[config.mk]
export PLATFORM = sky130hd
export DESIGN_NAME = xnor_match_counter
export DESIGN_NICKNAME = d
export VERILOG_FILES = /design/src/rtl/alu_pkg.sv /design/src/rtl/chunk_popcount.sv /design/src/rtl/xnor_match_counter.sv
export SDC_FILE = /design/constraint.sdc
export NUM_CORES = 1
export LEC_CHECK = 0
export ABC_AREA = 1
export CAP_MARGIN = 20
export CORE_MARGIN = 4
export CORE_UTILIZATION = 37
export DETAILED_ROUTE_END_ITERATION = 10
export PLACE_DENSITY = 0.66
export SLEW_MARGIN = 20
export SYNTH_ARGS = -nofsm -noshare
export SYNTH_HDL_FRONTEND = slang
export SYNTH_SLANG_ARGS = --single-unit
[constraint.sdc]
create_clock -name clk -period 6 [get_ports clk]
set_input_delay 1.2 -clock clk [delete_from_list [all_inputs] [get_ports clk]]
set_output_delay 1.2 -clock clk [all_outputs]
set_load 0.005 [all_outputs]
[src/rtl/alu_pkg.sv]
// alu_pkg: shared FSM encodings, default widths and count-width helper for the ALU side units
package alu_pkg;
  localparam int DEF_DATA_W = 64;
  localparam int DEF_CHUNK_W = 8;
  localparam logic [1:0] ST_IDLE = 2'd0;
  localparam logic [1:0] ST_COUNT = 2'd1;
  localparam logic [1:0] ST_DONE = 2'd2;
  function automatic int cnt_w(input int w);
    return $clog2(w + 1);
  endfunction
endpackage

[src/rtl/chunk_popcount.sv]
// chunk_popcount: combinational count of set bits in one W-bit chunk
module chunk_popcount #(
  parameter int W = 8,
  localparam int CW = $clog2(W + 1)
) (
  input  logic [W-1:0]  i_bits,
  output logic [CW-1:0] o_count
);
  // ripple sum of the individual bits; W is small so a linear adder chain is fine
  always_comb begin
    o_count = '0;
    for (int i = 0; i < W; i++) o_count = o_count + CW'(i_bits[i]);
  end
endmodule

[src/rtl/xnor_match_counter.sv]
// xnor_match_counter: multi-cycle Hamming-similarity count of ~(A^B), CHUNK_W bits per cycle
module xnor_match_counter
  import alu_pkg::*;
#(
  parameter int DATA_W = DEF_DATA_W,
  parameter int CHUNK_W = DEF_CHUNK_W,
  parameter int CNT_W = cnt_w(DATA_W)
) (
  input  logic              clk,
  input  logic              rst,
  input  logic              in_valid,
  output logic              in_ready,
  input  logic [DATA_W-1:0] A,
  input  logic [DATA_W-1:0] B,
  output logic              out_valid,
  input  logic              out_ready,
  output logic [CNT_W-1:0]  match_count,
  output logic              all_equal
);
  localparam int NCHUNK = DATA_W / CHUNK_W;
  localparam int IDX_W = (NCHUNK > 1) ? $clog2(NCHUNK) : 1;
  localparam int PC_W = $clog2(CHUNK_W + 1);
  logic [1:0]         r_state;
  logic [1:0]         w_next;
  logic [DATA_W-1:0]  r_x;
  logic [IDX_W-1:0]   r_idx;
  logic [CNT_W-1:0]   r_acc;
  logic [CNT_W-1:0]   r_match;
  logic               r_all;
  logic [CNT_W-1:0]   w_sum;
  logic [CHUNK_W-1:0] w_chunk;
  logic [PC_W-1:0]    w_pc;
  logic               w_last;
  assign w_chunk = r_x[int'(r_idx) * CHUNK_W +: CHUNK_W];
  assign w_last = r_idx == IDX_W'(NCHUNK - 1);
  assign w_sum = r_acc + CNT_W'(w_pc);
  assign match_count = r_match;
  assign all_equal = r_all;
  chunk_popcount #(.W(CHUNK_W)) u_pop (
    .i_bits (w_chunk),
    .o_count(w_pc)
  );
  // state register; reset aborts any running or pending operation
  always_ff @(posedge clk) begin
    if (rst) r_state <= ST_IDLE;
    else r_state <= w_next;
  end
  // next state: accept in IDLE, leave COUNT after the last chunk, release DONE on handshake
  always_comb begin
    w_next = (r_state == ST_IDLE)  ? (in_valid ? ST_COUNT : ST_IDLE) :
             (r_state == ST_COUNT) ? (w_last ? ST_DONE : ST_COUNT) :
             (r_state == ST_DONE)  ? (out_ready ? ST_IDLE : ST_DONE) : ST_IDLE;
  end
  // handshake outputs decoded from state alone
  always_comb begin
    in_ready = r_state == ST_IDLE;
    out_valid = r_state == ST_DONE;
  end
  // datapath: latch the XNOR on accept, accumulate one chunk per COUNT cycle, publish on the last
  always_ff @(posedge clk) begin
    if (rst) begin
      r_x <= '0;
      r_idx <= '0;
      r_acc <= '0;
      r_match <= '0;
      r_all <= 1'b0;
    end else if (r_state == ST_IDLE && in_valid) begin
      r_x <= ~(A ^ B);
      r_idx <= '0;
      r_acc <= '0;
    end else if (r_state == ST_COUNT) begin
      r_acc <= w_sum;
      r_idx <= w_last ? r_idx : r_idx + 1'b1;
      if (w_last) begin
        r_match <= w_sum;
        r_all <= w_sum == CNT_W'(DATA_W);
      end
    end
  end
endmodule

# --- Word-level counts from Yosys, hierarchy flattened ---
# Cells that the tools add are included.
totals:
  input_bits: 132
  latchBits: 0
  mem_count: 0
  reg_bits: 84
  mem_bits_rw: 0
  rom_bits: 0
classes:
  order_cmp: 0
  n_addsub: 9
  eq_ne: 4
  n_mux: 6
  bitwise_logic: 4
  mul: 0
  div: 0
  n_shift: 1
  reduce_logical: 5
ops:
  columns: ["op", "count"]
  rows:
  - ["$not A64 Y64", 1]
  - ["$shiftx A64 B7 Y8", 1]
  - ["$xor A64 B64 Y64", 1]
  - ["$add A4 B1 Y4", 6]
  - ["$mux W2", 5]
  - ["$add A7 B4 Y7", 1]
  - ["$eq A7 B7 Y1 const B", 1]
  - ["$add A3 B1 Y3 const B", 1]
  - ["$eq A3 B3 Y1 const B", 1]
  - ["$reduce_and A3 Y1", 1]
  - ["$add A1 B1 Y2", 1]
  - ["$eq A2 B1 Y1 const B", 1]
  - ["$eq A2 B2 Y1 const B", 1]
  - ["$logic_not A2 Y1", 1]
  - ["$not A1 Y1", 2]
  - ["$reduce_and A2 Y1", 1]
  - ["$reduce_or A2 Y1", 1]
  - ["$logic_and A1 B1 Y1", 1]
  - ["$mux W1", 1]

# --- Longest topological paths before layout ---
# Gate-level depths: netlist (run 1).
logic_depth:
  depth_word: 10
  ltp_mapped: 27

# --- Cells and area by module ---
# Synthesis (run 1) repeated with hierarchy kept, for this count alone.
hier_totals:
  hier_cells: 541
  area_unflattened_um2: 4226.6
modules_own_cells:
  columns: ["module", "n_inst", "cells_each", "area_per_inst_um2"]
  rows:
  - ["xnor_match_counter", 1, 512, 4025.1]
  - ["chunk_popcount", 1, 29, 201.4]

# --- Least setup slack after synthesis (run 1) ---
# No wires, ideal clock.
synth_path:
  path_kind: "register -> register"
  start: "reg r_idx[1]"
  end: "reg r_all (netlist: all_equal)"
  n_path_buf: 2
  path_stages_with_launch: 23
  t_arrival_ns: 4.470
  path_slack_ns: 1.460
  cell_sequence: "dfxtp_1 -> buf_4 -> inv_2 -> buf_2 -> a21oi_1 -> o21ai_0 -> nand2_1 -> nor2_1 -> a31oi_1 -> ha_1 -> inv_1 -> fa_1 -> fa_1 -> fa_1 -> fa_1 -> inv_1 -> fa_1 -> or2_2 -> nor2_1 -> nand3_1 -> nor2_1 -> nand2_1 -> a21oi_1"
synth_via:
  elab_chain_cells: 10
  word_cells_on_any_way: 12
synth_lines:
  columns: ["item", "line_no", "rtl"]
  rows:
  - ["start: declaration", "xnor_match_counter.sv:26", "logic [IDX_W-1:0] r_idx;"]
  - ["start signal: assignment", "xnor_match_counter.sv:73", "r_idx <= w_last ? r_idx : r_idx + 1'b1;"]
  - ["$shiftx A64 B7 Y8 (*)", "xnor_match_counter.sv:34", "assign w_chunk = r_x[int'(r_idx) * CHUNK_W +: CHUNK_W];"]
  - ["$add A1 B1 Y2", "chunk_popcount.sv:12", "for (int i = 0; i < W; i++) o_count = o_count + CW'(i_bits[i]);"]
  - ["$add A4 B1 Y4 (5 in a row)", "chunk_popcount.sv:12", null]
  - ["$add A4 B1 Y4 (*)", "chunk_popcount.sv:12", null]
  - ["$add A7 B4 Y7 (*)", "xnor_match_counter.sv:36", "assign w_sum = r_acc + CNT_W'(w_pc);"]
  - ["via w_sum[1]", "xnor_match_counter.sv:30", "logic [CNT_W-1:0] w_sum;"]
  - ["$eq A7 B7 Y1 (*)", "xnor_match_counter.sv:76", "r_all <= w_sum == CNT_W'(DATA_W);"]
  - ["end signal: assignment", "xnor_match_counter.sv:76", null]
  - ["end: declaration", "xnor_match_counter.sv:29", "logic r_all;"]
# The timed path passes the listed nets; every way through them passes the cells marked *.
# A chain may end at the register's enable or synchronous reset.

# --- Worst setup path after layout (run 1) ---
layout_path:
  start: "reg r_idx[0]"
  end: "reg r_all (netlist: all_equal)"
# Same word-level chain as after synthesis.

==> results of run 1 <==
## final timing paths
check | startpoint | end | slack (ps)
worst min-delay path | r_x[54] | r_x[54] | 460
worst max register to register | r_idx[0] | all_equal | 990
worst min register to register | r_x[54] | r_x[54] | 460
worst max-delay path | r_idx[0] | all_equal | 990
## logic make-up after synthesis
| kind of cell | share of synthesized area |
|---|---|
| AOI/OAI and AO/OA | 0.240 |
| adders and majority gates | 0.0479 |
| DFF | 0.379 |
| xor gates and xnor gates | 0.130 |
| and+or+nand+nor | 0.110 |
| buffers and inverters | 0.0925 |
## per-stage QoR
| stage | hold slack, ps | utilization |
|---|---|---|
| detailed placement | 451 | 0.509 |
| finish | 458 | 0.534 |
| global placement | 448 | 0.509 |
| floorplan | 423 | - |
| CTS | 461 | 0.534 |
| global route | 475 | 0.534 |
## cells in the mapped netlist, drive strengths merged, types with 4 or more instances
library cell,n,area share
nand3,11,0.012
a31oi,8,0.011
xnor2,13,0.026
o211ai,6,0.010
clkbuf,9,0.0076
buf,18,0.027
a211oi,4,0.0068
o22ai,20,0.056
ha,9,0.025
dfxtp,84,0.38
inv,64,0.056
o21ai,80,0.090
xor2,53,0.10
nand2,79,0.070
nor2,21,0.023
a21oi,58,0.065
fa,5,0.023
## layout make-up
class / instances / area [um^2]
multi-input cells: 370 / 2340
flip-flops and latches: 84 / 1680
inverters: 66 / 255
fillers: 1097 / 5380
clock inverters: 6 / 53.8
repair buffers: 143 / 1430
clock buffers: 10 / 239
well taps: 143 / 179
## layer usage
metal	global-route usage	up-vias	share of wire
met3	0.0255	15	0.043
met2	0.296	110	0.50
li1	-	2055	-
met5	0	-	0
met4	0.0593	0	0.017
met1	0.202	1788	0.44
## worst max-delay path, delay by kind of cell (launching register included)
family	cells	cell delay, ps
AO/OA/AOI/OAI	4	360
adder cells (fa/ha/maj)	6	2760
buffers and inverters	3	490
flip-flops	1	510
AND/OR/NAND/NOR	7	810
## sequential cells by signal, indices dropped and copies added (netlist names)
signal	flops
r_x	64
match_count	7
r_acc	7
r_idx	3
r_state	2
all_equal	1
## power groups by stage
| stage | sequential (mW) | clock, mW | combinational (mW) |
|---|---|---|---|
| detailed placement | 0.634 | 0 | 0.414 |
| global placement | 0.633 | 0 | 0.405 |
| floorplan | 0.626 | 0 | 0.262 |
| finish | 0.622 | 0.544 | 0.412 |
| global route | 0.626 | 0.573 | 0.462 |
| CTS | 0.621 | 0.554 | 0.417 |
==> impl_metrics.yaml, run 1 <==
outcome:
  status: "completed"
global_route:
  grt_overflow_total: 0
  antenna_found_initial: 0
  grt_pass1_wl_um: 19000
  grtUsageTotal: 0.166
  grt_pass1_vias: 4058
  grt_max_degree: 49
sta:
  fin_skew_ps: 9.22
  setup_tns_ps: 0
  hold_violations: 0
  tightest_slew_ps: 697
  finalCriticalPeriod_ps: 5010
  timing.fmax_mhz: 199
  slew_viol_final: 0
  report.final.setup_viol: 0
  layout_setup_ws_ps: 987
  fin_crit_sh: 0.835
  rsz0062_at_grt: "no"
  slew_headroom: 0.534
pwr:
  leakage_nw: 2.46
  p_clk_frac: 0.345
  comb_power_share: 0.261
  power_density_mw_per_mm2: 255
  swShare: 0.301
  seqPwrFrac: 0.394
  intPower_mw: 1.10
  p_total_mw: 1.58
  max-vdd-ir-drop_uv: 130
  switching_power_mw: 0.475
floorplan:
  fp.dieW_um: 118
  rows: 39
  die-area_mm2: 0.0138
  initial_core_util: 0.384
  io_pins: 142
  core_mm2: 0.0116
  die_height_um: 118
synth:
  synth_edf_count: 0
  syn_area_mm2: 0.00444
  ys.flop_type: "dfxtp_1"
  ys_seq_area_frac: 0.379
  yosys_register_bits: 84
  syn-num-nets: 693
  synthCells: 547
  synth_cell_types: 29
  synth-async-reset-ratio: 0
  avgSynthCellArea_um2: 8.11
  ys.warnings.count: 0
critical_path:
  cpMaxStageDelayCell: "fa_1"
  crit_top_cell: "fa_1"
  cp_max_fo: 39
  crit_chain: "buf_4 -> a21oi_1 -> o21ai_0 -> nand2_1 -> nor2_1 -> a31oi_1 -> ha_1 -> inv_1 -> fa_1 -> fa_1 -> fa_1 -> fa_1 -> inv_1 -> fa_1 -> or2_2 -> nor2_1 -> nand3_1 -> nor2_1 -> nand2_1 -> a21oi_1"
  required_ps: 6270
  criticalPathCategory: "reg -> reg"
  arrival_ps: 5280
  slowest_delay_ps: 520
  critPathLaunchType: "flop"
  rr_worst_depth: 20
  cp-end-kind: "flop"
hold_path:
  hold_class: "reg -> reg"
  min_path_cells: 2
place:
  gp_congestion: 0.862
  place_area_mm2: 0.00589
  io_buffers: 141
  dp_hpwl_um: 9000
  place_inst: 806
  place_ws_ps: 993
route:
  wl_per_cell_um: 14.1
  routed_wirelength_um: 11600
  vias: 3968
  drt_iter0_markers: 152
  viasPerCell: 4.83
  ant_nets: 0
  drc: 0
  dr.pass1.iters: 4
clock_tree:
  htree_levels: 3
  postCtsSetupRepairBufs: 0
  clockRootBuffer: "clkbuf_16"
  cts_made_buffers: 9
  ctsHoldBuffers: 0
  cts-resized-gates: 0
  path_clk_slew_ps: 70
  clock-sinks: 84
  clk-insertion-delay-late_ps: 340
  cts_buffer_depth: 2
  cts_tree: "built"
finish:
  design_area_mm2: 0.00618
  final_common_cell: "clkdlybuf4s50_1"
  syn_to_final_growth_pct: 39.3
  drive_above_1_share: 0.0692
  num_antenna_cells: 0
  fin_cells: 822
  nets: 820
  mostFrequentLayoutCells: "clkdlybuf4s50_1, dfxtp_1, o21ai_0"
flow_run:
  max_cap_violations: 0
(Power assumes the default switching activity.)
==> run 2: changes to the inputs <==
==> constraint.sdc (replaced) <==
create_clock -name clk -period 4.9 [get_ports clk]
set_input_delay 0.98 -clock clk [delete_from_list [all_inputs] [get_ports clk]]
set_output_delay 0.98 -clock clk [all_outputs]
set_load 0.005 [all_outputs]
==> run 2 against run 1 <==
  * Via count up 0.33%
  * Cell area increased by 1.5%
  * Largest cell class unchanged
  * Clock power is 31% higher
  * Final cell count up 0.85%
==> impl_metrics.yaml, run 2 (synthesis results as in run 1) <==
hold_path:
  hold_end: "r_x[5]"
  min_from: "r_x[5]"
  hold_class: "reg -> reg"
  min_path_cells: 2
pwr:
  leakage_nw: 2.51
  p_total_mw: 1.99
  max-vdd-ir-drop_uv: 139
  power_density_mw_per_mm2: 317
route:
  dr.pass1.iters: 5
  viasPerCell: 4.80
  ant_nets: 0
  drt_iter0_markers: 134
  drc: 0
  wl_per_cell_um: 13.9
  routed_wirelength_um: 11600
  vias: 3981
critical_path:
  rr_worst_depth: 19
  criticalPathCategory: "reg -> reg"
  regToRegStartpoint: "r_idx[0]"
  arrival_ps: 4840
  cp_max_fo: 14
  cp-end-kind: "flop"
  crit_start: "r_idx[0]"
  critPathLaunchType: "flop"
  required_ps: 5150
  r2r-end: "all_equal"
  reg2reg_slack_ps: 310
place:
  io_buffers: 141
  dp_hpwl_um: 9250
  gp_congestion: 0.871
  place_area_mm2: 0.00593
global_route:
  grt_pass1_vias: 4126
  use_met3: 0.0303
  antenna_found_initial: 0
  gr-usage-met2: 0.306
  grtUsageTotal: 0.167
  grt_overflow_total: 0
  grt_pass1_wl_um: 19200
  use_met1: 0.197
  grt_max_degree: 49
  busiest_layer: "met2"
clock_tree:
  htree_levels: 3
  cts_tree: "built"
  clockRootBuffer: "clkbuf_16"
  clock-sinks: 84
  cts_made_buffers: 9
  path_clk_slew_ps: 60
  clk-insertion-delay-late_ps: 330
  cts_buffer_depth: 2
finish:
  largest-register: "r_x"
  register_area_mm2: 0.00169
  nets: 827
  nFillCells: 1093
  mostFrequentLayoutCells: "clkdlybuf4s50_1, dfxtp_1, o21ai_0"
  finish.utilization: 0.542
  design_area_mm2: 0.00627
  multi_input_area_mm2: 0.00235
  largest_register_ffs: 64
  num_antenna_cells: 0
  drive_above_1_share: 0.0831
  syn_to_final_growth_pct: 41.4
  final_common_cell: "clkdlybuf4s50_1"
floorplan:
  core_mm2: 0.0116
  initial_core_util: 0.384
  die-area_mm2: 0.0138
  rows: 39
  io_pins: 142
  die_height_um: 118
  fp.dieW_um: 118
sta:
  fin_crit_sh: 0.937
  rsz0062_at_grt: "no"
  timing.fmax_mhz: 218
  fin_skew_ps: 9.45
  hold_violations: 0
  whs_ps: 447
  slew_headroom: 0.535
  slew_viol_final: 0
  setup_tns_ps: 0
  report.final.setup_viol: 0
  tightest_slew_ps: 696
  finalCriticalPeriod_ps: 4590
outcome:
  status: "completed"
flow_run:
  max_cap_violations: 0
==> run 2: worst max path at each step <==
| stage | cells after the start | endpoint |
|---|---|---|
| after floorplan | 22 | all_equal |
| after global placement | 20 | all_equal |
| after detailed placement | 20 | all_equal |
| after CTS | 19 | all_equal |
| after global routing | 20 | all_equal |
| final | 19 | all_equal |
==> run 2: repair_timing <==
action / 4_1_cts / 5_1_grt
buffers inserted: 0 / 0
hold endpoints to repair: 0 / 0
endpoints found under the setup margin: 0 / 9
hold buffers: 0 / 0
gates resized for setup: 0 / 8
==> run 2: layer usage <==
metal  vias up  wire, um
met3        14       449
li1       2067         -
met2       103      5890
met4         0       182
met5         -         0
met1      1797      5040
==> run 2: through the flow <==
stage | instances | setup WS [ps]
6_report | 829 | 311
5_1_grt | 829 | 4.89
4_1_cts | 828 | 86.5
3_5_place_dp | 812 | 166
3_3_place_gp | 812 | 285
2_1_floorplan | 547 | 360
==> run 2: layout make-up <==
| cell class | count | area share |
|---|---|---|
| multi-input cells | 370 | 0.374 |
| flip-flops and latches | 84 | 0.269 |
| repair buffers | 149 | 0.236 |
| inverters | 66 | 0.0413 |
| clock buffers | 10 | 0.0381 |
| well taps | 143 | 0.0285 |
| clock inverters | 6 | 0.0122 |
| repair inverters | 1 | 0.000798 |
==> run 2: critical path: stages, from the launching register on <==
cell and delay (ps):
dfxtp_4 380, buf_4 170, buf_4 180, a21oi_1 140, o21ai_0 110, nand2_1 90
nor2_1 40, a31oi_1 210, fa_1 480, fa_1 480, fa_2 420, fa_1 480
inv_1 60, fa_1 500, or2_2 300, nor2_1 110, nand3_1 80, nor2_1 90
nand2_1 50, a21oi_1 110
==> run 2: where the power goes <==
part,internal [mW],switching [mW]
clock,0.420,0.290
combinational,0.254,0.260
sequential,0.734,0.0274
